$ cat config.mk
export PLATFORM = sky130hd
export DESIGN_NAME = score_overlay_sched
export DESIGN_NICKNAME = d
export VERILOG_FILES = /design/src/rtl/score_overlay_sched.sv
export SDC_FILE = /design/constraint.sdc
export NUM_CORES = 1
export LEC_CHECK = 0
export ABC_AREA = 1
export CORE_MARGIN = 2
export CORE_UTILIZATION = 30
export DETAILED_ROUTE_END_ITERATION = 16
export GPL_TIMING_DRIVEN = 0
export SYNTH_ARGS = -nofsm -noshare
export SYNTH_HDL_FRONTEND = slang
export SYNTH_SLANG_ARGS = --single-unit
$ cat constraint.sdc
create_clock -name iVGA_CLK -period 4.8 [get_ports iVGA_CLK]
set_clock_uncertainty 0.05 [all_clocks]
set_input_delay 0.72 -clock iVGA_CLK [delete_from_list [all_inputs] [get_ports iVGA_CLK]]
set_output_delay 0.72 -clock iVGA_CLK [all_outputs]
set_load 0.01 [all_outputs]
$ cat src/rtl/score_overlay_sched.sv
// Shared glyph-ROM scheduler for N fixed-size text overlays.
// Per-overlay hit/offset logic is replicated; a fixed-priority arbiter drives the ROM address.

module score_overlay_hit #(
    parameter int REGION_W = 120,
    parameter int REGION_H = 48,
    parameter int ADDR_W   = 15
) (
    input  logic [9:0]        px,
    input  logic [9:0]        py,
    input  logic [9:0]        rx,
    input  logic [9:0]        ry,
    input  logic              en,
    input  logic              blink,
    input  logic              phase,
    output logic              hit,
    output logic [ADDR_W-1:0] off
);
    localparam logic [10:0]       W_M1 = 11'(REGION_W - 1);
    localparam logic [10:0]       H_M1 = 11'(REGION_H - 1);
    localparam logic [ADDR_W-1:0] W_A  = ADDR_W'(REGION_W);

    logic [10:0] x_hi, y_hi;
    logic [9:0]  dx, dy;
    logic        in_x, in_y;

    // 11-bit upper bounds keep overlays near 1023 from wrapping to column 0
    assign x_hi = {1'b0, rx} + W_M1;
    assign y_hi = {1'b0, ry} + H_M1;
    assign in_x = (px >= rx) && ({1'b0, px} <= x_hi);
    assign in_y = (py >= ry) && ({1'b0, py} <= y_hi);
    assign hit  = en && !(blink && phase) && in_x && in_y;

    assign dx  = px - rx;
    assign dy  = py - ry;
    assign off = ADDR_W'(dx) + ADDR_W'(dy) * W_A;
endmodule

module score_overlay_sched #(
    parameter int N_REGION     = 3,
    parameter int REGION_W     = 120,
    parameter int REGION_H     = 48,
    parameter int ADDR_W       = 15,
    parameter int BLINK_FRAMES = 30
) (
    input  logic                  iVGA_CLK,
    input  logic                  iRST_n,
    input  logic [9:0]            iVGA_X,
    input  logic [9:0]            iVGA_Y,
    input  logic                  iFRAME_START,
    input  logic [N_REGION-1:0]   iREGION_EN,
    input  logic [10*N_REGION-1:0] iREGION_X,
    input  logic [10*N_REGION-1:0] iREGION_Y,
    input  logic [3*N_REGION-1:0] iREGION_RGB,
    input  logic [N_REGION-1:0]   iBLINK,
    output logic [ADDR_W-1:0]     oROM_ADDR,
    input  logic                  iROM_Q,
    output logic [2:0]            oRGB,
    output logic                  oVALID
);
    localparam int FC_W = (BLINK_FRAMES > 1) ? $clog2(BLINK_FRAMES) : 1;
    localparam logic [FC_W-1:0] FC_LAST = FC_W'(BLINK_FRAMES - 1);

    logic [N_REGION-1:0]             sh_en, sh_blink;
    logic [N_REGION-1:0][9:0]        sh_x, sh_y;
    logic [N_REGION-1:0][2:0]        sh_rgb;
    logic [FC_W-1:0]                 frame_cnt;
    logic                            blink_phase;

    logic [N_REGION-1:0]             hit;
    logic [N_REGION-1:0][ADDR_W-1:0] off;

    logic                            win_hit;
    logic [ADDR_W-1:0]               win_addr;
    logic [2:0]                      win_rgb;

    logic [1:0]                      vld_pipe;
    logic [1:0][2:0]                 rgb_pipe;

    // Shadow config and blink phase only move at frame boundaries
    always_ff @(posedge iVGA_CLK or negedge iRST_n) begin
        if (!iRST_n) begin
            sh_en       <= '0;
            sh_blink    <= '0;
            sh_x        <= '0;
            sh_y        <= '0;
            sh_rgb      <= '0;
            frame_cnt   <= '0;
            blink_phase <= 1'b0;
        end else if (iFRAME_START) begin
            sh_en    <= iREGION_EN;
            sh_blink <= iBLINK;
            sh_x     <= iREGION_X;
            sh_y     <= iREGION_Y;
            sh_rgb   <= iREGION_RGB;
            if (frame_cnt == FC_LAST) begin
                frame_cnt   <= '0;
                blink_phase <= ~blink_phase;
            end else begin
                frame_cnt <= frame_cnt + 1'b1;
            end
        end
    end

    for (genvar k = 0; k < N_REGION; k++) begin : g_region
        score_overlay_hit #(
            .REGION_W(REGION_W),
            .REGION_H(REGION_H),
            .ADDR_W  (ADDR_W)
        ) u_hit (
            .px   (iVGA_X),
            .py   (iVGA_Y),
            .rx   (sh_x[k]),
            .ry   (sh_y[k]),
            .en   (sh_en[k]),
            .blink(sh_blink[k]),
            .phase(blink_phase),
            .hit  (hit[k]),
            .off  (off[k])
        );
    end

    // Scan high-to-low so the lowest hit index is the final assignment
    always_comb begin
        win_hit  = 1'b0;
        win_addr = '0;
        win_rgb  = 3'b000;
        for (int k = N_REGION - 1; k >= 0; k--) begin
            if (hit[k]) begin
                win_hit  = 1'b1;
                win_addr = ADDR_W'(k * REGION_W * REGION_H) + off[k];
                win_rgb  = sh_rgb[k];
            end
        end
    end

    always_ff @(posedge iVGA_CLK or negedge iRST_n) begin
        if (!iRST_n) begin
            oROM_ADDR <= '0;
            vld_pipe  <= '0;
            rgb_pipe  <= '0;
            oVALID    <= 1'b0;
            oRGB      <= 3'b000;
        end else begin
            oROM_ADDR   <= win_addr;
            vld_pipe[0] <= win_hit;
            rgb_pipe[0] <= win_rgb;
            vld_pipe[1] <= vld_pipe[0];
            rgb_pipe[1] <= rgb_pipe[0];
            oVALID      <= vld_pipe[1] & iROM_Q;
            oRGB        <= (vld_pipe[1] & iROM_Q) ? rgb_pipe[1] : 3'b000;
        end
    end
endmodule
==> impl_metrics.tcl, run 1 <==
set metrics [dict create \
    outcome "finished with violations" \
    violations "setup timing" \
    nets 2345 \
    critPathCaptureType "flop" \
    rsz0062_at_grt "true" \
    placed_cell_area_um2 15700 \
    wire_per_inst_um 15.1 \
    dpl.hpwl_um 31900 \
    path_clk_slew_ns 0.08 \
    synth-seq-cells 108 \
    arrival_ns 5.42 \
    cts_tree "built" \
    rrSetupSlack_ns -0.27 \
    antenna-diode-count 0 \
    syn_to_final_growth_pct 26.6 \
    synth-edff-count 0 \
    die-area_um2 46400 \
    clock_path_buffers 2 \
    initialDrtViolationCount 523 \
    holdBufCountCts 0 \
    grt_pass1_wl_um 63700 \
    hold_class "in2async" \
    drtAntennaViolNets 0 \
    cp_max_fo 5 \
    avgViaCountPerCell 4.73 \
    ys_warn_count 0 \
    cts_buffers 9 \
    clock-sinks 108 \
    finalSetupViolations 8 \
    grt_max_degree 84 \
    syn_area_per_cell_um2 7.43 \
    clk_latency_ns 0.40 \
    netlist_instances 1807 \
    drc 0 \
    drive_above_1_share 0.134 \
    num_io_pins 118 \
    seq_area_frac_synth 0.201 \
    drt_pass1_iterations 5 \
    port_buffers 116 \
    die_w_um 215 \
    grt_usage 0.172 \
    fin_crit_ns 5.20 \
    multi_input_area_um2 10400 \
    htreeDepth 3 \
    via_count 12200 \
    synth_nets 2164 \
    place.gp.congestion 0.863 \
    wirelength_um 39100 \
    max_cap_violations 0 \
    ys.flop_type "dfrtp_1" \
    maxSlewViolCount 0 \
    rows 77 \
    antenna_found_initial 0 \
    die_height_um 215 \
    dp.cells 2516 \
    post-route-worst-setup-slack_ns -0.398 \
    final_cells 2585 \
    setup.worst_path.start_class "primary input" \
    design_area_um2 17000 \
    relSlewSlack 0.381 \
    hold_viol_final 0 \
    fmax_ghz 0.192 \
    synth_area_um2 13400 \
    synth.distinct_cells 51 \
    overflow 0 \
    layout_worst_path_cycle_share 1.08 \
    tightest_slew_ns 0.929 \
    ctsRootBufferMaster "clkbuf_16" \
    grt_pass1_vias 12600 \
    cpMaxStageDelayCell "fa_1" \
    holdWs_ns 0.135 \
    register_area_um2 2700 \
    async_flop_share 1.00 \
    max_stage_delay_ns 0.53 \
    setup_tns_ns -2.15 \
    required_ns 5.02 \
    crit_type "in2reg" \
    nFillCells 4533 \
    initial_core_util 0.303 \
    fp.coreArea_um2 44200 \
]
registers in the layout, indices dropped and copies added (netlist names):
register	cells
oROM_ADDR	15
sh_blink	3
rgb_pipe	6
frame_cnt	5
vld_pipe	2
sh_en	3
sh_rgb	9
oRGB	3
blink_phase	1
sh_y	30
sh_x	30
oVALID	1
metal layers:
metal / share of wire / vias to the layer above / GRT usage
li1: - / 6202 / -
met2: 0.50 / 164 / 0.309
met1: 0.46 / 5837 / 0.217
met4: 0.015 / 0 / 0.0497
met5: 0 / - / 0
met3: 0.030 / 31 / 0.0168
worst paths after layout:
kind	startpoint	end	cells past startpoint
setup reg to reg	sh_y[2]$_DFFE_PN0P_	oROM_ADDR[12]$_DFF_PN0_	24
min in group iVGA_CLK	rgb_pipe[2]$_DFF_PN0_	rgb_pipe[5]$_DFF_PN0_	0
hold / removal	iRST_n	sh_y[4]$_DFFE_PN0P_	1
hold reg to reg	rgb_pipe[2]$_DFF_PN0_	rgb_pipe[5]$_DFF_PN0_	0
max in group asynchronous	iRST_n	sh_x[16]$_DFFE_PN0P_	2
setup / recovery	iVGA_Y[0]	oROM_ADDR[12]$_DFF_PN0_	26
final cells by class:
type	instances	share of cell area
clock buffers	9	0.0133
plain buffers	23	0.00670
repair buffers	170	0.0927
well taps	592	0.0436
clock inverters	7	0.00442
inverters	309	0.0688
multi-input cells	1367	0.611
flip-flops and latches	108	0.159
cells by family (layout without fill, tap and decap cells):
kind of cell | Yosys count | in the layout | synth area share
buffers and inverters | 332 | 518 | 0.0949
adders and majority gates | 258 | 258 | 0.267
DFF | 108 | 108 | 0.201
AOI/OAI and AO/OA | 294 | 294 | 0.121
xor gates and xnor gates | 146 | 146 | 0.0970
and+or+nand+nor | 669 | 669 | 0.218
worst max-delay path, delay by kind of cell:
kind	cells	cell delay, ns
fa+ha+maj	6	2.13
buf+inv	8	0.78
simple gates	7	1.03
compound gates	3	0.33
xor+xnor	2	0.42
through the flow:
step / utilization / worst slack, ns
floorplan: - / -0.362
global placement: 0.355 / -1.56
detailed placement: 0.355 / -1.71
CTS: 0.376 / -0.383
global route: 0.384 / -0.643
finish: 0.384 / -0.398
repair_timing:
item	4_1_cts	5_1_grt
buffers inserted	34	19
pin swaps	53	61
setup endpoints to repair	9	8
resized for setup	85	46
placed cells by master (no fill, tap or decap), types with 5 or more instances in the layout:
cell type          n
inv_1            279
o211ai_1           5
xor2_4             7
nand3_1           86
nor3b_1            5
o21bai_1           8
clkbuf_16          9
nand2_2           16
o21ai_1            7
a31oi_1            6
clkbuf_1          16
nand3_2           11
ha_1             172
nor3_1            32
buf_2              6
ha_2               8
dfrtp_1          108
nor2_1            99
xnor2_1           36
fa_2               7
o21ai_0           90
nand2_1          366
o21ai_2            7
buf_4             54
inv_2             26
a21oi_2           20
buf_6              5
nand3b_1           7
a21oi_1          110
clkdlybuf4s50_1  107
a21o_1            16
xor2_2            17
xor2_1            84
nand4_1           24
fa_1              41
ha_4              30
Yosys cell counts, types with 5 or more instances:
cell,n,share of area
dfrtp_1,108,0.20
nand2_1,371,0.10
nand2_2,11,0.0051
ha_1,210,0.20
nor2_1,102,0.029
xnor2_1,37,0.024
o21ai_0,100,0.037
xor2_1,106,0.069
nand3_2,7,0.0052
o21bai_1,8,0.0045
nand4_1,24,0.011
o211ai_1,5,0.0028
inv_2,10,0.0028
nor3_1,35,0.013
a21o_1,16,0.0090
a31oi_1,8,0.0037
nor3b_1,5,0.0028
nand3_1,91,0.034
o21ai_1,6,0.0022
a21oi_1,131,0.049
clkbuf_1,16,0.0045
fa_1,48,0.072
nand3b_1,7,0.0039
inv_1,298,0.083
Power of run 1 is not shown: default switching activity piles up to over one toggle a cycle in this logic, so the estimate is an artifact.
==> inputs of run 2 (changes only) <==
- CORE_UTILIZATION: 30 -> 43
- TNS_END_PERCENT: not set -> 10
==> run 2 against run 1 <==
Effect of this change: critical path depth is 6 higher; highest routed layer unchanged; first-iteration DRC count rose by 30%; final area shrank 3.7%; register-to-register slack got worse by 0.03 ns; worst setup slack got worse by 0.037 ns; via count shrank 0.83%; final cell count down 8.2%; routed wire length is 4.9% lower; fmax decreased by 0.71%; the run still ends with setup timing left; hold slack improved by 0.018 ns.
==> impl_metrics.tcl, run 2 (synthesis gave the netlist of run 1 again) <==
set metrics [dict create \
    setup_tns_ns -1.85 \
    ctsRootBufferMaster "clkbuf_16" \
    syn_to_final_growth_pct 21.8 \
    initial_core_util 0.438 \
    busiest_layer "met2" \
    tightest_slew_ns 0.946 \
    wire_per_inst_um 15.7 \
    crit_type "in2reg" \
    path_buf_inv 10 \
    use_met1 0.319 \
    dpl.hpwl_um 30100 \
    place.gp.congestion 0.949 \
    final_common_cell "nand2_1" \
    mostFrequentLayoutCells "nand2_1, inv_1, ha_1, a21oi_1, dfrtp_1" \
    clk_latency_ns 0.38 \
    antenna_found_initial 0 \
    setup.worst_path.start_class "primary input" \
    clock_path_buffers 2 \
    met2_usage 0.382 \
    wirelength_um 37200 \
    drtAntennaViolNets 0 \
    num_io_pins 118 \
    nets 2328 \
    finalSetupViolations 8 \
    clock-sinks 108 \
    path_delay_family "adder cells" \
    via_count 12100 \
    hold_viol_final 0 \
    antenna-diode-count 0 \
    holdBufCountCts 0 \
    path_clk_slew_ns 0.08 \
    outcome "finished with violations" \
    rsz0062_at_grt "true" \
    avgViaCountPerCell 5.11 \
    drt_pass1_iterations 5 \
    pre_cts_ws_ns -2.01 \
    cts_buffers 9 \
    htreeDepth 3 \
    design_area_um2 16300 \
    grt_max_degree 86 \
    met3_usage 0.0338 \
    fmax_ghz 0.191 \
    overflow 0 \
    required_ns 5.02 \
    die_height_um 181 \
    grt_pass1_vias 11800 \
    initialDrtViolationCount 678 \
    die_w_um 181 \
    fp.coreArea_um2 30700 \
    max_cap_violations 0 \
    critPathCaptureType "flop" \
    largestRegisters "sh_x x30, sh_y x30, oROM_ADDR x15" \
    arrival_ns 5.46 \
    violations "setup timing" \
    post-route-worst-setup-slack_ns -0.435 \
    fin_crit_ns 5.24 \
    path_common_cell "inv_2" \
    cpMaxStageDelayCell "fa_1" \
    port_buffers 116 \
    cts_tree "built" \
    layout_worst_path_cycle_share 1.09 \
    grt_pass1_wl_um 60300 \
    maxSlewViolCount 0 \
    cp_max_fo 5 \
    hold_class "in2async" \
    rows 64 \
    drive_above_1_share 0.111 \
    placed_cell_area_um2 15300 \
    drc 0 \
    grt_usage 0.231 \
    relSlewSlack 0.369 \
    die-area_um2 32600 \
    max_stage_delay_ns 0.54 \
    rrSetupSlack_ns -0.30 \
]
## run 2: changes by cell type in the layout (fill, tap and decap cells not counted), moves of 5 or more
cell	delta
buf_4	-17
ha_1	+14
ha_4	-13
inv_1	+6
inv_2	-5
xor2_1	+6
## run 2: worst paths after layout
check	cells after the start	start	endpoint
max	32	iVGA_Y[0]	oROM_ADDR[14]$_DFF_PN0_
min	1	iRST_n	sh_y[15]$_DFFE_PN0P_
max reg2reg	30	sh_y[10]$_DFFE_PN0P_	oROM_ADDR[14]$_DFF_PN0_
min reg2reg	0	rgb_pipe[1]$_DFF_PN0_	rgb_pipe[4]$_DFF_PN0_
max in group asynchronous	2	iRST_n	oROM_ADDR[13]$_DFF_PN0_
min in group iVGA_CLK	0	rgb_pipe[1]$_DFF_PN0_	rgb_pipe[4]$_DFF_PN0_
## run 2: cell type report
class / count / area (um^2)
Sequential cell: 108 / 2700
Buffer: 23 / 114
Inverter: 309 / 1170
Clock buffer: 10 / 239
Multi-Input combinational cell: 1367 / 10100
Timing Repair Buffer: 153 / 1440
Fill cell: 3000 / 14300
Clock inverter: 6 / 58.8
Tap cell: 396 / 495
## run 2: worst reg2reg max path, delay by kind of cell (launching register included)
family	cells	cell delay, ns
AO/OA/AOI/OAI	8	1.08
XOR/XNOR	2	0.30
adder cells (fa/ha/maj)	7	2.33
buffers and inverters	8	0.51
flip-flops	1	0.41
AND/OR/NAND/NOR	5	0.33
## run 2: metrics by stage
step	utilization	hold WS, ns	cells
after CTS	0.525	0.148	2359
final	0.533	0.152	2372
after global routing	0.533	0.159	2372
after floorplan	-	0.281	1807
after detailed placement	0.498	0.286	2320
after global placement	0.497	0.282	2319
## run 2: layer usage
metal	share of wire	vias to the layer above
li1	-	6170
met1	0.48	5715
met2	0.46	215
met3	0.042	32
met4	0.015	0
met5	0	-
## run 2: what timing repair did
| action | in CTS | in global routing |
|---|---|---|
| gates resized for setup | 84 | 45 |
| buffers inserted | 23 | 13 |
| endpoints found under the setup margin | 9 | 8 |
| pin swaps | 34 | 33 |
Power of run 2 is left out for the same reason.
==> variant (flow settings as in run 1) <==
Change the parameter `BLINK_FRAMES` from 30 to 60.
--- a/src/rtl/score_overlay_sched.sv
+++ b/src/rtl/score_overlay_sched.sv
@@ -42,5 +42,5 @@
     parameter int REGION_H     = 48,
     parameter int ADDR_W       = 15,
-    parameter int BLINK_FRAMES = 30
+    parameter int BLINK_FRAMES = 60
 ) (
     input  logic                  iVGA_CLK,
Check against the original RTL: same outputs for any inputs over 4 cycles, from zero or initial values and one cycle with iRST_n low; that may be too few to reach the edited logic, so the function may still have changed.
==> variant against run 1 <==
- the run still ends with negative setup slack left
- worst setup slack better by 54 ps
- final area increased by 0.74%
- sequential cell count increased by 1
- largest cell class unchanged
- non-clock buffer count shrank 6
- final cell count rose by 0.81%
- wire length rose by 1.6%
- die area increased by 0.53%
- synthesized area grew 0.54%
- synthesized cell count grew 1.5%
- count of clock-buffer cells in the layout is 1 higher
Power is not shown: default switching activity piles up to over one toggle a cycle in this logic, so the estimate is an artifact.
==> variant: results (changes against run 1) <==
Logic synthesis
  – Top cells by area, synth: dfrtp_1 20%, ha_1 19%, nand2_1 12%
  – Gate Count Post-Synth: 1835 (+1.5%)
  – Most common library cells after synthesis: 446 x nand2_1, 306 x inv_1, 209 x ha_1
  – Syn. warnings: 0 (unchanged)
  – Mapped Nets: 2191 (+1.2%)
  – Yosys cell types: 46 (-9.8%)
  – Post-synthesis sequential area ratio: 20.22% (+0.077 points)

Setup path
  – Delay of the slowest critical-path stage: 450 ps (-80 ps)
  – Origin of the critical flop-to-flop path: sh_y[10]
  – Critical path arrival: 5380 ps (-40 ps)
  – Crit-path slowest cell: fa_2

Global route
  – Met2 usage: 29.03% (-1.9 points)
  – GRT met3 Usage: 2.751% (+1.1 points)
  – Gr usage total: 17.23% (+0.065 points)
  – Initial antenna violation count: 3 (+3)
  – Vias in the first global route: 12507 (-0.41%)
  – First-pass GRT wire length: 63.80 mm (+0.23%)
  – GR met1 Demand/Resource: 21.95% (+0.26 points)

Layout
  – Non-clock buffer share: 9.668% (-0.27 points)
  – Clk_buf instances: 10 (+1)
  – Fill count: 4572 (+0.86%)
  – Layout cells sized above 1: 12.36% (-1.1 points)
  – Clk cell area share: 1.858% (+0.089 points)
  – Area grow syn2layout: 26.81%
  – Seq. cell area: 2728 um2 (+0.93%)
  – Area occupied by multi-input gates: 10490 um2 (+0.99%)
  – #MultiIn Comb: 1388 (+1.5%)
  – # nets final: 2365 (+0.85%)
  – Signal buffers: 187 (-3.1%)
  – Invs w/o clock: 314 (+1.6%)

Placement
  – Dpl ws: -1878 ps (-168.7 ps)
  – Detailed placer's ending HPWL: 32.36 mm (+1.5%)
  – Dpl cells: 2544 (+1.1%)
  – DP Area: 15750 um2 (+0.22%)
  – Routability cong.: 0.8884 (+2.9%)

Route
  – Met3 Routed Length: 1.781 mm (+52%)
  – Drt pass-1 iters: 5 (unchanged)
  – Vias: 12411 (+1.4%)
  – Met2 wire len: 18.95 mm (-3.1%)
  – Initial DRC count: 712 (+36%)
  – Wl on met1: 17.72 mm (-0.61%)
  – Final wirelength: 39.78 mm (+1.6%)
  – Vias per inst: 4.762 (+0.63%)

Outcome
  – Status: complete, but fails checks
  – Failing checks: negative setup slack

STA
  – Final period utilization: 107.2% (-1.1 points)
  – Final Setup Violations: 8 (unchanged)
  – Worst setup margin: -344.0 ps (+54.02 ps)
  – Sum of negative setup slack: -1772 ps (+378.2 ps)
  – Worst Tran Pin Value: 973.4 ps (+44.49 ps)

CTS
  – Root Buffer: clkbuf_16
  – Worst-Skew Late Latency: 400 ps (about the same)
  – Max clock buf depth: 2 (unchanged)
  – Clk sinks: 109 (+0.93%)
==> variant: cell families after synthesis <==
logic type / after synthesis / share of synthesized area, %
AOI/OAI and AO/OA: 277 / 11.51
xor gates and xnor gates: 150 / 9.793
adders and majority gates: 257 / 26.50
buffers and inverters: 338 / 9.626
DFF: 109 / 20.22
and+or+nand+nor: 704 / 22.35
==> variant: worst reg2reg max path, delay by kind of cell, from the launching register on <==
family / cells / cell delay [ps]
fa+ha+maj: 7 / 2440
simple gates: 13 / 1100
flops: 1 / 430
buf+inv: 5 / 350
xor+xnor: 2 / 350
compound gates: 2 / 220
==> variant: worst paths after layout <==
path | to | slack [ps]
min | sh_y[21] | 140
max in group asynchronous | sh_x[27] | 3820
min in group iVGA_CLK | vld_pipe[1] | 300
min reg2reg | vld_pipe[1] | 300
max reg2reg | oROM_ADDR[13] | -200
max | oROM_ADDR[11] | -340
==> variant: repair_timing <==
action,CTS,global route
endpoints found under the setup margin,9,8
resized for setup,103,51
pin swaps,51,48
setup buffers,33,13
